### src/rtl/array_loader_if.sv
// array_loader_if: the byte stream that fills the array.
//
// Handshake: the producer drives In_Data/In_Valid; the loader drives In_Ready.
// A byte is transferred on a rising Clk edge where In_Valid and In_Ready are
// both 1. In_Ready depends only on the loader's state, never on In_Valid,
// so the producer may let it steer In_Valid without creating a loop.
// The producer keeps In_Data stable while In_Valid is 1 and In_Ready is 0.
interface array_loader_if;
   logic [7:0] In_Data;
   logic       In_Valid;
   logic       In_Ready;

   // Producer side
   modport master (
      output In_Data,
      output In_Valid,
      input  In_Ready
   );

   // Loader side
   modport slave (
      input  In_Data,
      input  In_Valid,
      output In_Ready
   );
endinterface

### src/rtl/array_loader.sv
// array_loader: fills a 16 x 8-bit array from a valid/ready byte stream,
// then pulses Start for one cycle and waits for the min/max finder to report
// Finder_Done before returning to idle.
//
// The array is freely readable through Rd_Addr/Rd_Data in every state.
// The array contents are not reset; only control state is.
//
// Optional feature: define ARRAY_LOADER_CHECKSUM_EN to add a Checksum[7:0]
// output holding the mod-256 sum of the bytes accepted in the current load.
module array_loader (
   input  logic              Clk,
   input  logic              Reset,
   input  logic              Begin,
   array_loader_if.slave     in_if,
   input  logic [3:0]        Rd_Addr,
   output logic [7:0]        Rd_Data,
   output logic              Start,
   input  logic              Finder_Done,
   output logic [4:0]        Count,
   output logic              Qi,
   output logic              Ql,
   output logic              Qs,
   output logic              Qw
`ifdef ARRAY_LOADER_CHECKSUM_EN
   ,
   output logic [7:0]        Checksum
`endif
);

   // One-hot encoding; the flag outputs are the state bits themselves.
   typedef enum logic [3:0] {
      INI  = 4'b0001,
      LOAD = 4'b0010,
      STRT = 4'b0100,
      WAIT = 4'b1000
   } state_t;

   state_t     state;
   state_t     state_nxt;

   logic [7:0] mem [16];
   logic [3:0] wr_idx;
   logic       in_ready;
   logic       start_pulse;
   logic       xfer;
   logic       begin_load;

   // A transfer only happens in LOAD; In_Ready is 1 exactly there, so this
   // is the same as In_Valid && In_Ready without reading our own output.
   assign xfer       = (state == LOAD) && in_if.In_Valid;
   // Begin is only meaningful while idle.
   assign begin_load = (state == INI) && Begin;

   // State register; reset forces idle at once, whatever was in progress.
   always_ff @(posedge Clk or posedge Reset) begin
      if (Reset) begin
         state <= INI;
      end else begin
         state <= state_nxt;
      end
   end

   // Next state and Moore outputs, decoded from the current state only.
   always_comb begin
      state_nxt   = state;
      in_ready    = 1'b0;
      start_pulse = 1'b0;
      unique case (state)
         INI: begin
            if (Begin) begin
               state_nxt = LOAD;
            end
         end
         LOAD: begin
            in_ready = 1'b1;
            // The 16th byte moves us on in the same edge that writes it.
            if (in_if.In_Valid && (wr_idx == 4'd15)) begin
               state_nxt = STRT;
            end
         end
         STRT: begin
            start_pulse = 1'b1;
            state_nxt   = WAIT;
         end
         WAIT: begin
            if (Finder_Done) begin
               state_nxt = INI;
            end
         end
         default: begin
            state_nxt = INI;
         end
      endcase
   end

   assign in_if.In_Ready = in_ready;
   assign Start          = start_pulse;
   assign {Qw, Qs, Ql, Qi} = state;

   // Write index and byte count: cleared when a load begins, stepped on each
   // transfer. Count keeps its final 16 through STRT, WAIT and back in INI.
   always_ff @(posedge Clk or posedge Reset) begin
      if (Reset) begin
         wr_idx <= 4'd0;
         Count  <= 5'd0;
      end else if (begin_load) begin
         wr_idx <= 4'd0;
         Count  <= 5'd0;
      end else if (xfer) begin
         wr_idx <= wr_idx + 4'd1;
         Count  <= Count + 5'd1;
      end
   end

   // Array storage; intentionally not reset so the finder sees raw contents.
   always_ff @(posedge Clk) begin
      if (xfer) begin
         mem[wr_idx] <= in_if.In_Data;
      end
   end

   assign Rd_Data = mem[Rd_Addr];

`ifdef ARRAY_LOADER_CHECKSUM_EN
   // Running mod-256 sum of accepted bytes, restarted with each load.
   always_ff @(posedge Clk or posedge Reset) begin
      if (Reset) begin
         Checksum <= 8'd0;
      end else if (begin_load) begin
         Checksum <= 8'd0;
      end else if (xfer) begin
         Checksum <= Checksum + in_if.In_Data;
      end
   end
`endif

endmodule

### src/flat_wrapper.sv
// flat-port wrapper written by rule: the top's interface ports become plain ports
module array_loader_flat 
  (Clk, Reset, Begin, Rd_Addr, Rd_Data, Start, Finder_Done, Count, Qi, Ql, Qs, Qw, in_if_In_Data, in_if_In_Valid, in_if_In_Ready);
  array_loader_if in_if_i ();
  input  logic Clk;
  input  logic Reset;
  input  logic Begin;
  input  logic [3:0] Rd_Addr;
  output logic [7:0] Rd_Data;
  output logic Start;
  input  logic Finder_Done;
  output logic [4:0] Count;
  output logic Qi;
  output logic Ql;
  output logic Qs;
  output logic Qw;
  input wire logic [$bits(in_if_i.In_Data)-1:0] in_if_In_Data;
  input wire logic [$bits(in_if_i.In_Valid)-1:0] in_if_In_Valid;
  output wire logic [$bits(in_if_i.In_Ready)-1:0] in_if_In_Ready;
  assign in_if_i.In_Data = in_if_In_Data;
  assign in_if_i.In_Valid = in_if_In_Valid;
  assign in_if_In_Ready = in_if_i.In_Ready;
  array_loader u_core (.Clk(Clk), .Reset(Reset), .Begin(Begin), .in_if(in_if_i), .Rd_Addr(Rd_Addr), .Rd_Data(Rd_Data), .Start(Start), .Finder_Done(Finder_Done), .Count(Count), .Qi(Qi), .Ql(Ql), .Qs(Qs), .Qw(Qw));
endmodule
### config.mk
export PLATFORM = sky130hd
export DESIGN_NAME = array_loader_flat
export DESIGN_NICKNAME = d
export VERILOG_FILES = /design/src/rtl/array_loader_if.sv /design/src/rtl/array_loader.sv /design/src/flat_wrapper.sv
export SDC_FILE = /design/constraint.sdc
export NUM_CORES = 1
export LEC_CHECK = 0
export ABC_AREA = 1
export CORE_MARGIN = 4
export CORE_UTILIZATION = 52
export CTS_CLUSTER_SIZE = 20
export DETAILED_ROUTE_END_ITERATION = 10
export PLACE_DENSITY = 0.82
export SETUP_SLACK_MARGIN = 0.15
export SYNTH_ARGS = -nofsm -noshare
export SYNTH_HDL_FRONTEND = slang
export SYNTH_SLANG_ARGS = --single-unit
### constraint.sdc
create_clock -name Clk -period 3.3 [get_ports Clk]
set_input_delay 0.495 -clock Clk [delete_from_list [all_inputs] [get_ports Clk]]
set_output_delay 0.495 -clock Clk [all_outputs]
set_load 0.01 [all_outputs]
* Word level (Yosys, flattened, before mapping)
Memory sizes are Yosys's and may differ from the RTL's.
Index checks and enable logic that the tools add are counted.
** Operators by class
- Add/subtract/negate cells :: 2
- Equal/unequal tests :: 8
- Mux-type cells :: 12
- Reduce and logical (&&, ||, !) cells :: 5
** Operators by type and width (number)
- two-way mux 4 bit :: 5
- case mux 4 bit (4 select lines) :: 1
- two-way mux 5 bit :: 2
- equality test 4 bit (second input constant) :: 2
- != test 2 bit (second input constant) :: 3
- adder 5 x 1 -> 5 bit (second input constant) :: 1
- adder 4 x 1 -> 4 bit (second input constant) :: 1
- equality test 4 x 1 -> 1 bit (second input constant) :: 1
- equality test 4 x 2 -> 1 bit (second input constant) :: 1
- equality test 4 x 3 -> 1 bit (second input constant) :: 1
- two-way mux 1 bit :: 4
- logical AND 1 bit :: 3
- AND reduction 3 bit :: 1
- nonzero test 2 bit :: 1
** Word-level totals
- Register bits after elaboration :: 13
- RAM bits :: 128
- Output and inout port bits :: 19
- Memories kept :: 1
** Memories
- u_core.mem :: depth 16, bits a word 8, read ports 1, clocked after memory_dff 0, wr ports 1, line array_loader.sv:41 : logic [7:0] mem [16];

* Depth between registers and ports, before layout
- Depth in word-level cells :: 4
- Gate-level depth with buffers :: 8

* Least setup slack after synthesis
No wires, ideal clock.
- Kind :: register to register
- Start point :: register u_core.state[3]
- End point :: memory u_core.mem[7][0] (enable)
- Data arrival time :: 1.563 ns
- Data required time :: 2.917 ns
- Slack :: 1.354 ns
- Stages on the path, launching flop included :: 8
- Buffers on the path :: 0
- Period minus slack after synthesis :: 1.946 ns
- Path through :: dfrtp_1 -> inv_1 -> nand2_1 -> nor2_4 -> nand2_4 -> inv_4 -> nand2_1 -> nor3_1
** Between the ends
- Longest elaborated chain between the ends :: 4
** Ends and longest elaborated chain
- start, declared :: line array_loader.sv:38 : state_t state;
- start signal, assigned :: line array_loader.sv:59 : state <= state_nxt;
- equality test 4 x 2 -> 1 bit :: line array_loader.sv:50 : assign xfer = (state == LOAD) && in_if.In_Valid;
- logical AND 1 bit :: line array_loader.sv:50
- two-way mux 1 bit :: line array_loader.sv:117 : if (xfer) begin
- two-way mux 1 bit (implied by the code) :: line array_loader.sv:118 : mem[wr_idx] <= in_if.In_Data;
- end, declared :: line array_loader.sv:41
Every way passes these cells.

* Final worst setup path
- Start point :: input port Rd_Addr[1]
- End point :: output port Rd_Data[2]
** Between the ends
- Longest elaborated chain between the ends :: 1
** Ends and longest elaborated chain
- start, declared :: line flat_wrapper.sv:8 : input logic [3:0] Rd_Addr;
- memory read (16 x 8 bit)
- end, declared :: line flat_wrapper.sv:9 : output logic [7:0] Rd_Data;
Every way passes these cells.

==> flow_metrics.env <==
export IMPL_arrival_ns=2.48
export IMPL_die_w_microns=118
export IMPL_ys_top_cells_by_area="edfxtp_1 61%, nand2_1 11%, nand3_1 9.0%, inv_1 6.6%, dfrtp_1 4.7%"
export IMPL_setup_violations=0
export IMPL_vias=4505
export IMPL_finClkSkew_ns=0.00695
export IMPL_finalCritPeriodShare=0.901
export IMPL_fin_util=0.611
export IMPL_avgSynthCellArea_sq_um=10.1
export IMPL_tns_ns=0
export IMPL_worstHoldPathType="input port to asynchronous set/reset pin"
export IMPL_finalPower_mw=4.36
export IMPL_ys_seq_area_frac=0.658
export IMPL_yosysTopAreaCellShare=0.607
export IMPL_grt_usage=0.220
export IMPL_final_nets=683
export IMPL_h_tree_depth=4
export IMPL_die_area_sq_mm=0.0140
export IMPL_synthToLayoutAreaGrowth_pct=15.3
export IMPL_cts_resized_gates=0
export IMPL_grt_pass1_wl_microns=23700
export IMPL_fmax_ghz=0.336
export IMPL_p_leak_nw=3.15
export IMPL_synth_top_area_cell="edfxtp_1"
export IMPL_wire_per_inst_microns=17.8
export IMPL_worst_pin_slew_ns=1.07
export IMPL_antenna_found_initial=0
export IMPL_period_needed_ns=2.97
export IMPL_peakVddDrop_mv=0.384
export IMPL_routabilityCongestion=0.900
export IMPL_cts_tree="built"
export IMPL_grt_max_degree=48
export IMPL_first_pass_iters=5
export IMPL_criticalPathCategory="input port to output pin"
export IMPL_clock_sinks=141
export IMPL_critPathMaxStageDelay_ns=0.56
export IMPL_grt_overflow_total=0
export IMPL_first_iter_violations=495
export IMPL_ys_types=24
export IMPL_multiInputGateArea_sq_mm=0.00155
export IMPL_clk_latency_ns=0.41
export IMPL_portBuffers=35
export IMPL_critPathRequiredTime_ns=2.80
export IMPL_powerDensity_mw_per_mm2=597
export IMPL_rows=40
export IMPL_clockBufferDepth=2
export IMPL_postRouteWirelength_microns=14600
export IMPL_core_sq_mm=0.0120
export IMPL_ios=36
export IMPL_dpl_hpwl_microns=8940
export IMPL_cts_setup_buffers=0
export IMPL_rrSetupSlack_ns=1.00
export IMPL_syn_nets=647
export IMPL_n_fill_cell=910
export IMPL_place_ws_ns=0.472
export IMPL_drc_errors=0
export IMPL_rsz0062_at_grt="no"
export IMPL_synthCells=625
export IMPL_netlist_area_sq_mm=0.00633
export IMPL_via_per_inst=5.49
export IMPL_fin_ws_ns=0.327
export IMPL_cap_violations=0
export IMPL_critical_path_max_fanout=32
export IMPL_initial_core_util=0.530
export IMPL_fp_dieH_microns=118
export IMPL_final_max_slew_viol_count=0
export IMPL_slowest_stage="clkdlybuf4s50_1"
export IMPL_ctsHoldBuffers=0
export IMPL_cp_end_kind="output pin"
export IMPL_antenna_cells=0
export IMPL_outcome="finished, final reports clean"
export IMPL_clockRootBuffer="clkbuf_16"
export IMPL_drive_gt1_frac=0.0727
export IMPL_finalHoldViolations=0
export IMPL_timing_slew_headroom=0.286
export IMPL_synth_warnings=0
export IMPL_cts_buffers=17
export IMPL_path_cells="clkdlybuf4s50_1 -> buf_4 -> nand3_1 -> nand3_1 -> nand3_1 -> nand2_1 -> clkdlybuf4s50_1"
export IMPL_start_kind="input port"
export IMPL_ant_nets=0
export IMPL_ff_latch_area_sq_mm=0.00417
export IMPL_cp_common_cell="nand3_1"
export IMPL_yosys_register_bits=141
export IMPL_grt_pass1_vias=4570
export IMPL_clkTransAtPathRegs_ns=0.05
## critical path, delay by kind of cell
family	cells	cell delay, ns
buf+inv	3	1.39
simple gates	4	0.58
## cells by family (layout without fill, tap and decap cells)
logic type,after synthesis,count (layout),synth area share
buf+inv,141,190,0.0966
xor+xnor,5,5,0.00691
compound gates,8,8,0.00632
fa+ha+maj,5,5,0.00988
flops,141,141,0.658
simple gates,325,325,0.222
## cell type report
class                           count  share of cell area
Tap cell                          147              0.0252
Clock buffer                       18              0.0588
Clock inverter                     14              0.0175
Timing Repair Buffer               43              0.0555
Inverter                          115              0.0594
Sequential cell                   141               0.571
Multi-Input combinational cell    343               0.213
## per-stage QoR
step / instance area, sq um / std cells / hold WS [ns]
after global routing: 7300 / 821 / 0.436
final: 7300 / 821 / 0.410
after detailed placement: 6750 / 789 / 0.572
after floorplan: 6330 / 625 / 0.371
after CTS: 7300 / 821 / 0.416
after global placement: 6750 / 789 / 0.542
## cells in the mapped netlist (all sizes together)
master	number
buf	24
clkbuf	2
dfrtp	12
dfstp	1
edfxtp	128
ha	5
inv	115
nand2	187
nand3	114
nand4	3
nor2	20
nor3	1
o21ai	8
xor2	5
## registers in the layout (all words and copies together) (netlist names)
name / cells
u_core.Count: 5
u_core.mem: 128
u_core.state: 4
u_core.wr_idx: 4
## placed cells by master (no fill, tap or decap), drive strengths merged
cell type and count:
dfrtp 12, inv 115, ha 5, dfstp 1, clkinvlp 3, nor2 20, clkinv 9, nand2 187
buf 9, edfxtp 128, clkbuf 18, clkdlybuf4s50 34, xor2 5, bufinv 2, nand3 114, nor3 1
o21ai 8, nand4 3
## metal layers
layer	global-route usage	wire length, microns	vias to the layer above	part of all wire
li1	-	-	2088	-
met3	0.0627	1400	51	0.096
met1	0.281	5780	2100	0.40
met2	0.348	6910	266	0.47
met4	0.109	521	0	0.036
met5	0	0	-	0
## report_power, final
group	leakage [nW]	switching, mW	total, mW	internal, mW
sequential	1.33	0.0529	2.07	2.02
clock	0.268	0.691	1.79	1.10
combinational	1.56	0.317	0.503	0.186
## path summary, 6_finish.rpt
| path | startpoint | to | depth (start not counted) |
|---|---|---|---|
| max in group asynchronous | Reset | u_core.state[0] | 2 |
| min in group Clk | u_core.Count[1] | u_core.Count[1] | 2 |
| min | Reset | u_core.state[3] | 2 |
| min reg2reg | u_core.Count[1] | u_core.Count[1] | 2 |
| max reg2reg | u_core.state[3] | u_core.mem[9][1] | 7 |
| max | Rd_Addr[1] | Rd_Data[2] | 7 |
Note: power is estimated with default switching activity, not from simulation.
